$ cat src/rtl/branch_decode_stage.sv
// Branch/jump decode stage: per-lane decode of B/BL/JIRL/Bcc, killing of lanes behind
// an early-redirected B/BL, and a one-cycle fetch redirect pulse toward its target.
`ifndef ALU_NOP
`define ALU_NOP 8'h00
`endif
`ifndef ALU_BEQ
`define ALU_BEQ 8'h50
`endif
`ifndef ALU_BNE
`define ALU_BNE 8'h51
`endif
`ifndef ALU_BLT
`define ALU_BLT 8'h52
`endif
`ifndef ALU_BGE
`define ALU_BGE 8'h53
`endif
`ifndef ALU_BLTU
`define ALU_BLTU 8'h54
`endif
`ifndef ALU_BGEU
`define ALU_BGEU 8'h55
`endif
`ifndef ALU_B
`define ALU_B 8'h56
`endif
`ifndef ALU_BL
`define ALU_BL 8'h57
`endif
`ifndef ALU_JIRL
`define ALU_JIRL 8'h58
`endif
`ifndef ALU_SEL_NOP
`define ALU_SEL_NOP 3'b000
`endif
`ifndef ALU_SEL_JUMP_BRANCH
`define ALU_SEL_JUMP_BRANCH 3'b101
`endif

module branch_decode_stage #(
  parameter int DECODE_WIDTH      = 2,
  parameter bit EN_EARLY_REDIRECT = 1'b1
) (
  input  logic                        clk,
  input  logic                        rst_n,
  input  logic                        flush,
  input  logic                        in_valid,
  output logic                        in_ready,
  input  logic [DECODE_WIDTH-1:0]     in_lane_valid,
  input  logic [32*DECODE_WIDTH-1:0]  in_pc,
  input  logic [32*DECODE_WIDTH-1:0]  in_inst,
  output logic                        out_valid,
  input  logic                        out_ready,
  output logic [DECODE_WIDTH-1:0]     out_lane_valid,
  output logic [32*DECODE_WIDTH-1:0]  out_pc,
  output logic [32*DECODE_WIDTH-1:0]  out_inst,
  output logic [8*DECODE_WIDTH-1:0]   out_aluop,
  output logic [3*DECODE_WIDTH-1:0]   out_alusel,
  output logic [32*DECODE_WIDTH-1:0]  out_imm,
  output logic [DECODE_WIDTH-1:0]     out_reg1_read_en,
  output logic [DECODE_WIDTH-1:0]     out_reg2_read_en,
  output logic [DECODE_WIDTH-1:0]     out_reg_write_en,
  output logic [5*DECODE_WIDTH-1:0]   out_reg1_addr,
  output logic [5*DECODE_WIDTH-1:0]   out_reg2_addr,
  output logic [5*DECODE_WIDTH-1:0]   out_reg_write_addr,
  output logic [DECODE_WIDTH-1:0]     out_is_exception,
  output logic                        redirect_valid,
  output logic [31:0]                 redirect_pc
);

  localparam logic [5:0] OP_JIRL = 6'b010011;
  localparam logic [5:0] OP_B    = 6'b010100;
  localparam logic [5:0] OP_BL   = 6'b010101;
  localparam logic [5:0] OP_BEQ  = 6'b010110;
  localparam logic [5:0] OP_BNE  = 6'b010111;
  localparam logic [5:0] OP_BLT  = 6'b011000;
  localparam logic [5:0] OP_BGE  = 6'b011001;
  localparam logic [5:0] OP_BLTU = 6'b011010;
  localparam logic [5:0] OP_BGEU = 6'b011011;

  logic                        w_accept;
  logic                        w_redirect_any;
  logic [31:0]                 w_redirect_pc;
  logic [DECODE_WIDTH-1:0]     w_is_bbl;
  logic [DECODE_WIDTH-1:0]     w_live;
  logic [32*DECODE_WIDTH-1:0]  w_tgt;
  logic [8*DECODE_WIDTH-1:0]   w_aluop;
  logic [3*DECODE_WIDTH-1:0]   w_alusel;
  logic [32*DECODE_WIDTH-1:0]  w_imm;
  logic [DECODE_WIDTH-1:0]     w_r1e, w_r2e, w_we, w_exc;
  logic [5*DECODE_WIDTH-1:0]   w_r1a, w_r2a, w_wa;

  logic                        r_out_valid;
  logic [DECODE_WIDTH-1:0]     r_lane_valid;
  logic [32*DECODE_WIDTH-1:0]  r_pc, r_inst, r_imm;
  logic [8*DECODE_WIDTH-1:0]   r_aluop;
  logic [3*DECODE_WIDTH-1:0]   r_alusel;
  logic [DECODE_WIDTH-1:0]     r_r1e, r_r2e, r_we, r_exc;
  logic [5*DECODE_WIDTH-1:0]   r_r1a, r_r2a, r_wa;
  logic                        r_redirect_valid;
  logic [31:0]                 r_redirect_pc;

  assign in_ready = rst_n && (!r_out_valid || out_ready);
  assign w_accept = in_valid && in_ready && !flush;

  genvar gi;
  generate
    for (gi = 0; gi < DECODE_WIDTH; gi++) begin : g_lane
      logic [31:0] w_ins, w_pc, w_off16, w_off26;
      logic [5:0]  w_op;
      logic [7:0]  w_d_aluop;
      logic [2:0]  w_d_alusel;
      logic [31:0] w_d_imm;
      logic        w_d_r1e, w_d_r2e, w_d_we, w_d_exc, w_d_bbl;
      logic [4:0]  w_d_r1a, w_d_r2a, w_d_wa;

      assign w_ins   = in_inst[32*gi +: 32];
      assign w_pc    = in_pc[32*gi +: 32];
      assign w_op    = w_ins[31:26];
      assign w_off16 = {{14{w_ins[25]}}, w_ins[25:10], 2'b00};
      assign w_off26 = {{4{w_ins[9]}}, w_ins[9:0], w_ins[25:10], 2'b00};

      always_comb begin
        w_d_aluop  = `ALU_NOP;
        w_d_alusel = `ALU_SEL_NOP;
        w_d_imm    = '0;
        w_d_r1e    = 1'b0;
        w_d_r2e    = 1'b0;
        w_d_we     = 1'b0;
        w_d_r1a    = '0;
        w_d_r2a    = '0;
        w_d_wa     = '0;
        w_d_exc    = 1'b0;
        w_d_bbl    = 1'b0;
        case (w_op)
          OP_JIRL: begin
            w_d_aluop  = `ALU_JIRL;
            w_d_alusel = `ALU_SEL_JUMP_BRANCH;
            w_d_imm    = w_off16;
            w_d_r1e    = 1'b1;
            w_d_r1a    = w_ins[9:5];
            w_d_we     = 1'b1;
            w_d_wa     = w_ins[4:0];
          end
          OP_B, OP_BL: begin
            w_d_aluop  = (w_op == OP_BL) ? `ALU_BL : `ALU_B;
            w_d_alusel = `ALU_SEL_JUMP_BRANCH;
            w_d_imm    = w_off26;
            w_d_we     = (w_op == OP_BL);
            w_d_wa     = (w_op == OP_BL) ? 5'd1 : 5'd0;
            w_d_bbl    = 1'b1;
          end
          OP_BEQ, OP_BNE, OP_BLT, OP_BGE, OP_BLTU, OP_BGEU: begin
            case (w_op)
              OP_BEQ:  w_d_aluop = `ALU_BEQ;
              OP_BNE:  w_d_aluop = `ALU_BNE;
              OP_BLT:  w_d_aluop = `ALU_BLT;
              OP_BGE:  w_d_aluop = `ALU_BGE;
              OP_BLTU: w_d_aluop = `ALU_BLTU;
              default: w_d_aluop = `ALU_BGEU;
            endcase
            w_d_alusel = `ALU_SEL_JUMP_BRANCH;
            w_d_imm    = w_off16;
            w_d_r1e    = 1'b1;
            w_d_r2e    = 1'b1;
            w_d_r1a    = w_ins[9:5];
            w_d_r2a    = w_ins[4:0];
          end
          default: w_d_exc = 1'b1;
        endcase
      end

      assign w_is_bbl[gi]           = w_d_bbl;
      assign w_tgt[32*gi +: 32]     = w_pc + w_off26;
      // Dead or killed lanes present an all-zero control word.
      assign w_aluop[8*gi +: 8]     = w_live[gi] ? w_d_aluop  : '0;
      assign w_alusel[3*gi +: 3]    = w_live[gi] ? w_d_alusel : '0;
      assign w_imm[32*gi +: 32]     = w_live[gi] ? w_d_imm    : '0;
      assign w_r1e[gi]              = w_live[gi] & w_d_r1e;
      assign w_r2e[gi]              = w_live[gi] & w_d_r2e;
      assign w_we[gi]               = w_live[gi] & w_d_we;
      assign w_exc[gi]              = w_live[gi] & w_d_exc;
      assign w_r1a[5*gi +: 5]       = w_live[gi] ? w_d_r1a : '0;
      assign w_r2a[5*gi +: 5]       = w_live[gi] ? w_d_r2a : '0;
      assign w_wa[5*gi +: 5]        = w_live[gi] ? w_d_wa  : '0;
    end
  endgenerate

  // Lowest valid B/BL wins the redirect and kills every lane above it.
  always_comb begin
    logic w_seen;
    w_seen        = 1'b0;
    w_redirect_pc = '0;
    w_live        = '0;
    for (int i = 0; i < DECODE_WIDTH; i++) begin
      w_live[i] = in_lane_valid[i] && !(EN_EARLY_REDIRECT && w_seen);
      if (in_lane_valid[i] && w_is_bbl[i] && !w_seen) begin
        w_redirect_pc = w_tgt[32*i +: 32];
        w_seen        = 1'b1;
      end
    end
    w_redirect_any = EN_EARLY_REDIRECT && w_seen;
  end

  always_ff @(posedge clk or negedge rst_n) begin
    if (!rst_n) begin
      r_out_valid      <= 1'b0;
      r_lane_valid     <= '0;
      r_pc             <= '0;
      r_inst           <= '0;
      r_imm            <= '0;
      r_aluop          <= '0;
      r_alusel         <= '0;
      r_r1e            <= '0;
      r_r2e            <= '0;
      r_we             <= '0;
      r_exc            <= '0;
      r_r1a            <= '0;
      r_r2a            <= '0;
      r_wa             <= '0;
      r_redirect_valid <= 1'b0;
      r_redirect_pc    <= '0;
    end else if (flush) begin
      r_out_valid      <= 1'b0;
      r_lane_valid     <= '0;
      r_redirect_valid <= 1'b0;
    end else begin
      r_redirect_valid <= w_accept && w_redirect_any;
      if (w_accept) begin
        r_out_valid  <= 1'b1;
        r_lane_valid <= w_live;
        r_pc         <= in_pc;
        r_inst       <= in_inst;
        r_imm        <= w_imm;
        r_aluop      <= w_aluop;
        r_alusel     <= w_alusel;
        r_r1e        <= w_r1e;
        r_r2e        <= w_r2e;
        r_we         <= w_we;
        r_exc        <= w_exc;
        r_r1a        <= w_r1a;
        r_r2a        <= w_r2a;
        r_wa         <= w_wa;
        if (w_redirect_any) r_redirect_pc <= w_redirect_pc;
      end else if (out_ready) begin
        r_out_valid <= 1'b0;
      end
    end
  end

  assign out_valid          = r_out_valid;
  assign out_lane_valid     = r_lane_valid;
  assign out_pc             = r_pc;
  assign out_inst           = r_inst;
  assign out_aluop          = r_aluop;
  assign out_alusel         = r_alusel;
  assign out_imm            = r_imm;
  assign out_reg1_read_en   = r_r1e;
  assign out_reg2_read_en   = r_r2e;
  assign out_reg_write_en   = r_we;
  assign out_reg1_addr      = r_r1a;
  assign out_reg2_addr      = r_r2a;
  assign out_reg_write_addr = r_wa;
  assign out_is_exception   = r_exc;
  assign redirect_valid     = r_redirect_valid;
  assign redirect_pc        = r_redirect_pc;

endmodule

$ cat config.mk
export PLATFORM = sky130hd
export DESIGN_NAME = branch_decode_stage
export DESIGN_NICKNAME = d
export VERILOG_FILES = /design/src/rtl/branch_decode_stage.sv
export SDC_FILE = /design/constraint.sdc
export NUM_CORES = 1
export LEC_CHECK = 0
export CAP_MARGIN = 20
export CORE_ASPECT_RATIO = 1.5
export CORE_MARGIN = 1
export CORE_UTILIZATION = 38
export CTS_CLUSTER_SIZE = 10
export DETAILED_ROUTE_END_ITERATION = 12
export PLACE_DENSITY = 0.72
export SETUP_SLACK_MARGIN = 0.05
export SLEW_MARGIN = 0
export SYNTH_ARGS = -nofsm -noshare
export SYNTH_HDL_FRONTEND = slang
export SYNTH_SLANG_ARGS = --single-unit
$ cat constraint.sdc
create_clock -name clk -period 5.8 [get_ports clk]
set_input_delay 1.74 -clock clk [delete_from_list [all_inputs] [get_ports clk]]
set_output_delay 1.74 -clock clk [all_outputs]
set_load 0.005 [all_outputs]
==> flow_summary.toml <==
[power]
power.total_mw = 5.185
leakagePower_nw = 8.583
pwr_density_cell_nw_per_um2 = 275.3
vdd_ir_drop_max_mv = 0.2269

[worst_setup_path]
critPathMaxFanout = 3
critPathSlowestCell = "clkdlybuf4s50_1"
end_kind = "output pin"
startpoint_type = "primary input"
crit_top_cell = "clkdlybuf4s50_1"
worst-setup-path-type = "primary input to output pin"
crit_arrival_ps = 2930
required_ps = 4060
worstReg2RegStart = "out_valid"
crit_path_cell_trace = "clkdlybuf4s50_1, nand2b_1, and2_1, clkdlybuf4s50_1"
slowest_delay_ps = 500
critPathLaunch = "out_ready"

[grt]
grt_max_degree = 129
antenna_found_initial = 0
overflow = 0
grt_pass1_vias = 12560
grt_use_total = 0.2562
grt_pass1_wl_um = 71460

[finish]
layout-drive-gt1-share = 0.03719
syn_to_final_growth_pct = 39.07
layout.nets = 2100
final_cell_mix = "nand2_1, clkdlybuf4s50_1, dfrtp_1, o21ai_0, nor2_1"
final_common_cell = "nand2_1"
fill_cells = 3254

[timing]
tightestPinTransition_ps = 1077
finalSetupTns_ps = 0
finClkSkew_ps = 14.16
max_freq_mhz = 213.9
fin_crit_sh = 0.8060
setup_viol_count_final = 0
min_period_ps = 4675
rsz0062_at_grt = "false"
slew_viol_final = 0
hold_viol = 0
slew_headroom = 0.2823

[yosys]
synthFlopType = "dfrtp_1"
synthCells = 1527
ys_seq_area_frac = 0.4915
yosysWarnings = 0
syn_area_um2 = 13540
postSynthAreaPerCell_um2 = 8.870
async_flop_share = 1.000
ys_types = 73
synth_edf_count = 0
synth_seq_cells = 266

[job]
maxCapViolCount = 0

[die]
start_util = 0.3858
core_um2 = 35100
die_y_um = 233.2
io_pins = 424
die-area_um2 = 36420
row_count = 84
die_x_um = 156.2

[clock_network]
cts_tree = "done"
cts_sinks = 266
clk_latency_ps = 560
htree_num_levels = 1
root_buffer = "clkbuf_16"
ctsHoldBuffers = 0
cts_buffers = 31
ctsResizeCount = 0
clock_tree.buffer_depth = 3
postCtsSetupRepairBufs = 0
clk_pin_slew_ps = 50

[route]
dr.pass1.iters = 5
viasPerCell = 5.269
wire_per_inst_um = 20.00
drcViolationCount = 0
final_antenna_net_count = 0
vias = 12560
drtIter0Drc = 699
wl_um = 47670

[placed_design]
gp_congestion = 0.9103
io_buffers = 413
dp_hpwl_um = 35920

[min_path]
hp-class = "register to register"
min-delay-start = "out_pc[2]"

[run_status]
run_status = "completed"
==> metal layers <==
metal / global-route usage / vias to the layer above / wire (µm)
met5: 0 / - / 0
met4: 0.1314 / 0 / 2418
met3: 0.04341 / 101 / 2645
met2: 0.4531 / 429 / 24260
met1: 0.2951 / 6085 / 18340
li1: - / 5941 / -
==> layout make-up <==
cell class,instances,area (µm²),share of cell area
Tap cell,473,591.8,0.03142
Multi-Input combinational cell,1160,6420,0.3408
Clock buffer,36,804.5,0.04271
Timing Repair Buffer,430,4292,0.2278
Sequential cell,266,6656,0.3534
Inverter,16,60.06,0.003189
Clock inverter,1,8.758,0.0004650
Antenna cell,1,2.502,0.0001329
==> flip-flops by register name, indices dropped and copies added, names as in the netlist <==
signal              cells
out_reg2_read_en        2
out_inst               64
out_alusel              2
redirect_pc            32
out_reg_write_en        2
out_reg_write_addr     10
out_aluop              10
out_reg1_read_en        2
out_valid               1
out_is_exception        2
out_imm                52
out_lane_valid          2
redirect_valid          1
out_reg1_addr          10
out_reg2_addr          10
out_pc                 64
==> worst paths after layout <==
kind                                endpoint  slack [ps]  depth (start not counted)
worst max-delay path                in_ready        1130                          4
worst min-delay path               out_pc[2]         470                          2
worst max register to register   out_imm[58]        3150                          6
worst min register to register     out_pc[2]         470                          2
max in group asynchronous         out_pc[57]        2900                          3
min in group asynchronous       out_inst[28]        1020                          1
==> worst max-delay path: cells and delay by family <==
kind,cells,cell delay (ps)
buffers and inverters,2,940
and+or+nand+nor,2,260
==> synthesized netlist by cell type (4+ instances only) <==
cell,count,share of area
nand2_1,514,0.14
dfrtp_1,266,0.49
o21ai_0,103,0.038
nor2_1,84,0.023
a21oi_1,79,0.029
clkbuf_1,58,0.016
ha_1,58,0.054
xnor2_1,35,0.023
a21o_1,25,0.014
buf_4,22,0.012
a22o_1,21,0.014
a221oi_1,18,0.012
inv_1,16,0.0044
nand3_1,14,0.0052
o221ai_1,14,0.0091
xor2_1,13,0.0084
nand4_1,11,0.0051
o21ai_1,11,0.0041
a31oi_1,10,0.0046
nor2b_1,10,0.0046
nor3_1,10,0.0037
o211ai_1,10,0.0055
and2_1,9,0.0042
buf_2,8,0.0030
nand2b_1,8,0.0037
a211oi_1,7,0.0039
and3_1,7,0.0032
o21bai_1,6,0.0033
o21a_1,5,0.0028
a211o_1,4,0.0026
a21boi_0,4,0.0022
buf_1,4,0.0011
==> metrics by stage <==
step	cell area (µm²)	setup slack, ps	util	hold WS [ps]	std cells
floorplan	13580	1859	-	469.7	1536
global placement	18020	1068	0.5133	458.0	2345
detailed placement	18020	989.6	0.5133	460.9	2345
CTS	18830	1123	0.5365	474.8	2382
global route	18830	1084	0.5365	491.0	2382
finish	18840	1125	0.5366	468.8	2383
==> where the power goes <==
| group | switching (mW) | total [mW] | internal, mW |
|---|---|---|---|
| logic | 0.633 | 1.31 | 0.674 |
| registers | 0.114 | 2.17 | 2.06 |
| clock network | 0.748 | 1.70 | 0.956 |
| total | 1.49 | 5.18 | 3.69 |
==> kinds of logic after synthesis <==
group | after synthesis | share of synthesized area
AO/OA/AOI/OAI | 354 | 0.1741
flip-flops | 266 | 0.4915
adder cells (fa/ha/maj) | 60 | 0.05654
AND/OR/NAND/NOR | 685 | 0.2064
buffers and inverters | 110 | 0.03797
other | 1 | 0.0002769
XOR/XNOR | 48 | 0.03104
multiplexers | 3 | 0.002217
(Power assumes the default switching activity.)
